--- src/rtl/load_store_unit.sv ---
// Load/store unit: turns byte/half/word requests into whole-word RAM accesses with
// read-merge-write for sub-word stores. Define LSU_RANGE_CHECK_EN to reject out-of-range addresses.
module load_store_unit #(
    parameter int unsigned MEMORY_DEPTH = 64,
    parameter int unsigned DATA_WIDTH   = 32,
    parameter logic [31:0] BASE_ADDR    = 32'h1001_0000
) (
    input  logic                  clk,
    input  logic                  rst_n,
    input  logic                  req_valid_i,
    output logic                  req_ready_o,
    input  logic                  req_write_i,
    input  logic [1:0]            req_size_i,
    input  logic                  req_signed_i,
    input  logic [DATA_WIDTH-1:0] req_addr_i,
    input  logic [DATA_WIDTH-1:0] req_wdata_i,
    output logic                  resp_valid_o,
    output logic [DATA_WIDTH-1:0] resp_rdata_o,
    output logic                  resp_error_o,
    output logic                  ram_we_o,
    output logic [DATA_WIDTH-1:0] ram_addr_o,
    output logic [DATA_WIDTH-1:0] ram_wdata_o,
    input  logic [DATA_WIDTH-1:0] ram_rdata_i
);

    localparam logic [1:0] IDLE   = 2'd0;
    localparam logic [1:0] ACCESS = 2'd1;
    localparam logic [1:0] RESP   = 2'd2;

    localparam logic [1:0] SIZE_BYTE = 2'b00;
    localparam logic [1:0] SIZE_HALF = 2'b01;
    localparam logic [1:0] SIZE_WORD = 2'b10;

    logic [1:0]            state_q, state_d;
    logic [DATA_WIDTH-1:0] addr_q;
    logic [DATA_WIDTH-1:0] wdata_q;
    logic [1:0]            size_q;
    logic                  signed_q;
    logic                  write_q;
    logic                  error_q;
    logic [DATA_WIDTH-1:0] resp_rdata_q;

    logic                  req_error;
    logic                  accept;
    logic                  store_go;
    logic [7:0]            ld_byte;
    logic [15:0]           ld_half;
    logic [DATA_WIDTH-1:0] load_data;
    logic [DATA_WIDTH-1:0] store_data;

`ifdef LSU_RANGE_CHECK_EN
    // 33-bit compare so BASE_ADDR + size cannot wrap past 2^32.
    localparam logic [32:0] RANGE_LO = {1'b0, BASE_ADDR};
    localparam logic [32:0] RANGE_HI = {1'b0, BASE_ADDR} + 33'(4 * MEMORY_DEPTH);
    logic [32:0] addr_ext;
    logic        out_of_range;

    always_comb begin
        addr_ext     = {1'b0, req_addr_i};
        out_of_range = (addr_ext < RANGE_LO) || (addr_ext >= RANGE_HI);
    end
`endif

    always_comb begin
        req_error = 1'b0;
        case (req_size_i)
            SIZE_BYTE: req_error = 1'b0;
            SIZE_HALF: req_error = req_addr_i[0];
            SIZE_WORD: req_error = |req_addr_i[1:0];
            default:   req_error = 1'b1;
        endcase
`ifdef LSU_RANGE_CHECK_EN
        if (out_of_range) begin
            req_error = 1'b1;
        end
`endif
    end

    assign accept = (state_q == IDLE) && req_valid_i;

    always_comb begin
        state_d = state_q;
        case (state_q)
            IDLE:    if (req_valid_i) state_d = ACCESS;
            ACCESS:  state_d = RESP;
            RESP:    state_d = IDLE;
            default: state_d = IDLE;
        endcase
    end

    // Lane extraction for loads, little-endian.
    always_comb begin
        ld_byte   = ram_rdata_i[{addr_q[1:0], 3'b000} +: 8];
        ld_half   = ram_rdata_i[{addr_q[1], 4'b0000} +: 16];
        load_data = ram_rdata_i;
        case (size_q)
            SIZE_BYTE: load_data = {{(DATA_WIDTH-8){signed_q & ld_byte[7]}}, ld_byte};
            SIZE_HALF: load_data = {{(DATA_WIDTH-16){signed_q & ld_half[15]}}, ld_half};
            default:   load_data = ram_rdata_i;
        endcase
    end

    // Read-merge-write: sub-word stores overlay the current RAM word.
    always_comb begin
        store_data = ram_rdata_i;
        case (size_q)
            SIZE_BYTE: store_data[{addr_q[1:0], 3'b000} +: 8] = wdata_q[7:0];
            SIZE_HALF: store_data[{addr_q[1], 4'b0000} +: 16] = wdata_q[15:0];
            default:   store_data = wdata_q;
        endcase
    end

    // Gated by rst_n so a reset landing on ACCESS never commits the write.
    assign store_go = (state_q == ACCESS) && write_q && !error_q && rst_n;

    always_ff @(posedge clk) begin
        if (!rst_n) begin
            state_q      <= IDLE;
            addr_q       <= '0;
            wdata_q      <= '0;
            size_q       <= 2'b00;
            signed_q     <= 1'b0;
            write_q      <= 1'b0;
            error_q      <= 1'b0;
            resp_rdata_q <= '0;
        end else begin
            state_q <= state_d;
            if (accept) begin
                addr_q   <= req_addr_i;
                wdata_q  <= req_wdata_i;
                size_q   <= req_size_i;
                signed_q <= req_signed_i;
                write_q  <= req_write_i;
                error_q  <= req_error;
            end
            if (state_q == ACCESS) begin
                resp_rdata_q <= (write_q || error_q) ? '0 : load_data;
            end
        end
    end

    always_comb begin
        req_ready_o  = (state_q == IDLE);
        resp_valid_o = (state_q == RESP);
        resp_error_o = (state_q == RESP) && error_q;
        resp_rdata_o = resp_rdata_q;
        ram_we_o     = store_go;
        ram_addr_o   = {addr_q[DATA_WIDTH-1:2], 2'b00};
        ram_wdata_o  = store_go ? store_data : '0;
    end

endmodule

--- config.mk ---
export PLATFORM = sky130hd
export DESIGN_NAME = load_store_unit
export DESIGN_NICKNAME = d
export VERILOG_FILES = /design/src/rtl/load_store_unit.sv
export SDC_FILE = /design/constraint.sdc
export NUM_CORES = 1
export LEC_CHECK = 0
export CORE_ASPECT_RATIO = 0.9
export CORE_MARGIN = 5
export CORE_UTILIZATION = 40
export CTS_CLUSTER_SIZE = 24
export DETAILED_ROUTE_END_ITERATION = 10
export PLACE_DENSITY = 0.8
export SETUP_SLACK_MARGIN = 0.5
export SLEW_MARGIN = 15
export SYNTH_ARGS = -nofsm -noshare
export SYNTH_HDL_FRONTEND = slang
export SYNTH_SLANG_ARGS = --single-unit
--- constraint.sdc ---
create_clock -name clk -period 2.63 [get_ports clk]
set_input_delay 0.526 -clock clk [delete_from_list [all_inputs] [get_ports clk]]
set_output_delay 0.526 -clock clk [all_outputs]
set_load 0.02 [all_outputs]
Yosys cells after proc, flatten, opt, wreduce, memory -nomap -nowiden
Index checks and enable logic that the tools add are counted.
{ "word_totals": {"reg_bits": 103, "inputBits": 103, "output_inout_bits": 100} }
{ "classes": {"n_addsub": 2, "eq_ne": 6, "shifts": 6, "muxes": 9, "n_bitwise": 2, "reduce_logical": 11} }
{ "op_table": {"columns": ["op", "count"], "rows": [
  ["32-bit one-hot mux with 2 select lines", 2],
  ["32-bit bitwise mux", 2],
  ["32-bit two-way mux", 2],
  ["16-bit by 7-bit variable shift with 32-bit output, first input constant", 1],
  ["8-bit by 7-bit variable shift with 32-bit output, first input constant", 1],
  ["16-bit by 7-bit indexed part select with 32-bit output", 1],
  ["32-bit by 6-bit indexed part select with 16-bit output", 1],
  ["32-bit by 6-bit indexed part select with 8-bit output", 1],
  ["8-bit by 7-bit indexed part select with 32-bit output", 1],
  ["5-bit negator with 7-bit output", 2],
  ["2-bit by 1-bit == test with 1-bit output, second input constant", 3],
  ["2-bit zero test", 3],
  ["1-bit logical AND", 5],
  ["2-bit == test, second input constant", 2],
  ["2-bit one-hot mux with 2 select lines", 1],
  ["1-bit one-hot mux with 3 select lines", 1],
  ["1-bit AND", 2],
  ["2-bit two-way mux", 1],
  ["2-bit != test, second input constant", 1],
  ["2-bit OR reduction", 1],
  ["1-bit zero test", 1],
  ["1-bit logical OR", 1]
]} }

Longest topological paths before layout
{ "depth": {"depth_word": 5, "ltp_mapped": 8, "depth_no_buf": 6} }

Worst setup path after synthesis
Ideal clock, no wire load.
{ "synth_path": {"path_kind": "register to output", "startpoint": "register addr_q[0]", "endpoint": "output port ram_wdata_o[24]", "arrival_ps": 2197, "t_required_ps": 2104, "setup_slack_ps": -93, "path_stages_with_launch": 9, "n_path_buf": 2, "cell_sequence": "dfxtp_1 buf_2 inv_1 ha_1 nor4bb_1 clkbuf_1 a221oi_1 a211o_1 a21oi_1"} }
{ "synth_via": {"elab_chain_cells": 5, "word_cells_on_any_way": 6, "classes_between": "1 x add/sub; 2 x shift; 3 x mux"} }
{ "synth_lines": {"columns": ["element", "line_no", "text"], "rows": [
  ["from (decl)", "35", "logic [DATA_WIDTH-1:0] addr_q;"],
  ["from (signal assigned)", "129", "addr_q <= req_addr_i;"],
  ["5-bit negator with 7-bit output *", "107", "SIZE_BYTE: store_data[{addr_q[1:0], 3'b000} +: 8] = wdata_q[7:0];"],
  ["8-bit by 7-bit indexed part select with 32-bit output or 8-bit by 7-bit variable shift with 32-bit output (tied branches)", "107", null],
  ["32-bit bitwise mux *", "107", null],
  ["32-bit one-hot mux with 2 select lines *", "106", "case (size_q)"],
  ["32-bit two-way mux *", "149", "ram_wdata_o = store_go ? store_data : '0;"],
  ["to (decl)", "22", "output logic [DATA_WIDTH-1:0] ram_wdata_o,"]
]} }
Mark *: on every way between the ends. The rest lies on a longest branch, timed or not.

Worst setup path after layout
{ "layout_path": {"startpoint": "register addr_q[1]", "endpoint": "output port ram_wdata_o[29]"} }
{ "layout_via": {"elab_chain_cells": 5, "word_cells_on_any_way": 10, "classes_between": "2 x add/sub; 4 x shift; 4 x mux"} }
{ "layout_lines": {"columns": ["element", "line_no", "text"], "rows": [
  ["5-bit negator with 7-bit output (on tied branches)", "108, 107", null],
  ["16-bit by 7-bit indexed part select with 32-bit output (tied with other cells)", "108", "SIZE_HALF: store_data[{addr_q[1], 4'b0000} +: 16] = wdata_q[15:0];"],
  ["32-bit bitwise mux (on tied branches)", "108, 107", null],
  ["32-bit one-hot mux with 2 select lines *", "106", null],
  ["32-bit two-way mux *", "149", null]
]} }
Marks and branches as above.

==> summary.txt <==
Outcome
  – Status: finished with violations
  – Failing checks: setup timing

Finish
  – Share of layout cells above drive strength 1: 0.237
  – Post-route cell area: 9020 sq um
  – Nets: 1029
  – Finished Layout Cells: 1094
  – Antenna fix cells: 0
  – Fillers: 1078
  – Syn-to-layout area delta: 62.8%

Placed design
  – RD Place Congestion: 0.965
  – Port bufs: 200
  – HPWL after DPL: 15.6 mm
  – Placed Cells: 1065
  – Placed Area: 8190 sq um

Route
  – Drt drc: 0
  – Drt wl/cell: 19.7 microns
  – Pre-antenna DRT Iters: 6
  – Initial DRC count: 615
  – Post-route ant nets: 0
  – WL final: 21.5 mm
  – Via density: 5.60
  – Via Count: 6128

STA
  – Rel. slew slack: 0.446
  – RSZ-0062 raised after global routing: yes
  – Tcrit/Tclk final: 1.05
  – Final worst slack: -0.125 ns
  – Endpoints failing setup: 23
  – Final Hold Viols: 0
  – Fmax: 0.363 GHz
  – Fin. max-slew vios: 0
  – Worst clock skew: 0.00480 ns
  – Minimum clock period: 2.75 ns
  – Slew @ Worst Pin: 0.831 ns

Floorplan
  – Die X: 134 microns
  – # rows: 40
  – Core box area: 13500 sq um
  – # IOs: 203
  – Die area: 16300 sq um
  – Initial Utilization: 0.411
  – Die Y: 122 microns

Global routing
  – Grt ovf: 0
  – Pin count of the biggest net entering global routing: 77
  – Initial antenna violation count: 0
  – First-pass GRT wire length: 32.5 mm
  – Total track usage: 0.255
  – Vias in the first global route: 5871

Setup path
  – R2r setup slk: 0.50 ns
  – Worst Path Max Fanout: 4
  – Worst R2R Path Depth: 6
  – Critical Path RT: 2.10 ns
  – CP cell instances: inv_6 -> ha_4 -> nor4bb_4 -> buf_4 -> a221oi_2 -> a211o_1 -> a21oi_4 -> buf_6
  – Worst r2r src: addr_q[1]
  – Crit path from: addr_q[1]
  – Crit-path max cell delay: 0.38 ns
  – Crit path to: ram_wdata_o[29]
  – CP Class: register to primary output
  – R2r endpoint: resp_rdata_o[28]
  – CP endpoint kind: primary output
  – CP Launch Type: register
  – Crit path max-delay cell type: dfxtp_4
  – Critical path arrival: 2.23 ns

Synthesis
  – Mapped Area: 5540 sq um
  – Syn Area/Cell: 7.85 sq um
  – Post-Synth XOR/XNOR Area: 0
  – Synth Area in Adders: 0.0113
  – Synth unique cells: 44
  – EDFF count, synth: 0
  – Synth area leaders: dfxtp_1 (37%), nand2_1 (11%), a21oi_1 (9.1%)
  – Synth Area in Compound Gates: 0.274
  – Post-synthesis sequential area ratio: 0.372
  – Yosys Warn Count: 0
  – Synth Register Bits: 103
  – Post-synth top area share: 0.372
  – Most common flop cell mapped by yosys: dfxtp_1
  – Mux contribution to synthesized area: 0.0599
  – Synthesized instance count: 706
  – Synth area leader: dfxtp_1
  – Post-Synth Simple-Gate Area: 0.187
  – Main combinational cell family by area after synthesis: compound AO/OA/AOI/OAI gates
  – Post-synth ARST share: 0

Clocking
  – H-tree levels: 3
  – CTS sink count: 103
  – Clock root buffer: clkbuf_16
  – Worst-skew pair later-pin latency: 0.35 ns
  – TritonCTS buffer count: 9
  – Register clock-pin slew on the reported worst setup and hold paths: 0.07 ns
  – Post-CTS Hold Fix Bufs: 0
  – CTS tree: built
  – CTS Buffer Depth: 2

Pwr
  – Register share of total power: 0.385
  – Leakage: 0.00345 uW
  – VDD IR max: 0.371 mV
  – Power Density: 495 nW/um^2
  – Clock Power Share: 0.355
  – Combinational share of power: 0.261
  – Switching share of power: 0.284
  – NetSw: 1270 uW
  – Int Power: 3200 uW

Flow run
  – Maxcap violations: 0

Hold path
  – Worst Hold Class: register to register
## power by group through the flow
stage / Clock, uW / Combinational (uW) / Sequential, uW
6_report: 1580 / 1160 / 1720
3_5_place_dp: 0 / 1050 / 1750
3_3_place_gp: 0 / 1040 / 1750
5_1_grt: 1660 / 1240 / 1720
4_1_cts: 1620 / 1120 / 1710
2_1_floorplan: 0 / 566 / 1740
## logic make-up (layout without fill, tap and decap cells)
group | count (synthesis) | after routing
AND/OR/NAND/NOR | 238 | 238
AO/OA/AOI/OAI | 227 | 227
flip-flops | 103 | 103
buffers and inverters | 102 | 321
multiplexers | 30 | 30
adder cells (fa/ha/maj) | 5 | 5
other | 1 | 2
## per-layer routing
| metal | wire length, microns | global-route usage | vias up |
|---|---|---|---|
| li1 | - | - | 2909 |
| met1 | 8660 | 0.315 | 2849 |
| met2 | 9750 | 0.409 | 323 |
| met3 | 2370 | 0.0879 | 47 |
| met4 | 745 | 0.0999 | 0 |
| met5 | 0 | 0 | - |
## cells in the final DEF (no fill, tap or decap), drive strengths merged, types with 11 or more instances in the layout
| cell | count |
|---|---|
| nand2 | 169 |
| mux2i | 26 |
| a221oi | 24 |
| clkdlybuf4s50 | 162 |
| a211o | 16 |
| inv | 12 |
| nor3 | 12 |
| nor2 | 21 |
| a22o | 28 |
| a21oi | 101 |
| o21ai | 25 |
| dfxtp | 103 |
| buf | 122 |
| clkbuf | 11 |
| nand2b | 20 |
## layout make-up
class / count / area, sq um / share of cell area
tap: 168 / 210 / 0.0233
multi-input combinational: 502 / 3470 / 0.385
clock buffer: 11 / 253 / 0.0280
clock inverter: 5 / 104 / 0.0115
inverter: 15 / 75.1 / 0.00832
sequential: 103 / 2080 / 0.230
timing repair buffer: 290 / 2830 / 0.314
## synth_stat cells, types with 11 or more instances
master and instances:
a21oi_1 101, dfxtp_1 103, inv_1 12, nand2b_1 20
o21ai_0 14, mux2i_1 26, buf_4 32, a211o_1 16
nor2_1 21, a221oi_1 24, a22o_1 27, nand2_1 169
nor3_1 12, o21ai_1 11, clkbuf_1 38
## per-stage QoR
step | setup WS, ns | hold slack, ns | TNS (ns) | util | total power (uW)
3_5_place_dp | -0.392 | 0.440 | -10.74 | 0.609 | 2800
6_report | -0.125 | 0.448 | -1.19 | 0.670 | 4470
2_1_floorplan | 0.383 | 0.436 | 0 | - | 2310
5_1_grt | -0.210 | 0.471 | -3.57 | 0.670 | 4630
3_3_place_gp | -0.378 | 0.436 | -10.41 | 0.609 | 2780
4_1_cts | -0.0926 | 0.450 | -1.15 | 0.658 | 4450
## how the worst min path moves through the flow
stage | from | to | slack (ns) | cells after the start
after floorplan | wdata_q[29] | wdata_q[29] | 0.44 | 2
after global placement | resp_rdata_o[15] | resp_rdata_o[15] | 0.44 | 2
after detailed placement | resp_rdata_o[9] | resp_rdata_o[9] | 0.44 | 2
after CTS | resp_rdata_o[9] | resp_rdata_o[9] | 0.45 | 2
after global routing | wdata_q[21] | wdata_q[21] | 0.47 | 2
final | resp_rdata_o[9] | resp_rdata_o[9] | 0.45 | 2
## sequential cells by signal, summed over array words and instances, names as in the netlist
register,flops
state_q,2
addr_q,32
write_q,1
resp_rdata_o,32
size_q,2
error_q,1
wdata_q,32
signed_q,1
## what timing repair did
item / in CTS / in global routing
endpoints found under the setup margin: 50 / 34
setup buffers: 7 / 5
gates cloned: 1 / 0
resized for setup: 236 / 28
pin swaps: 14 / 30
## worst max-delay path: cells and delay by family, from the launching register on
kind            cells  cell delay, ns
compound gates      3            0.57
fa+ha+maj           1            0.25
buf+inv             3            0.37
flops               1            0.38
simple gates        1            0.29
No activity file was read; power rests on OpenSTA's default activity.
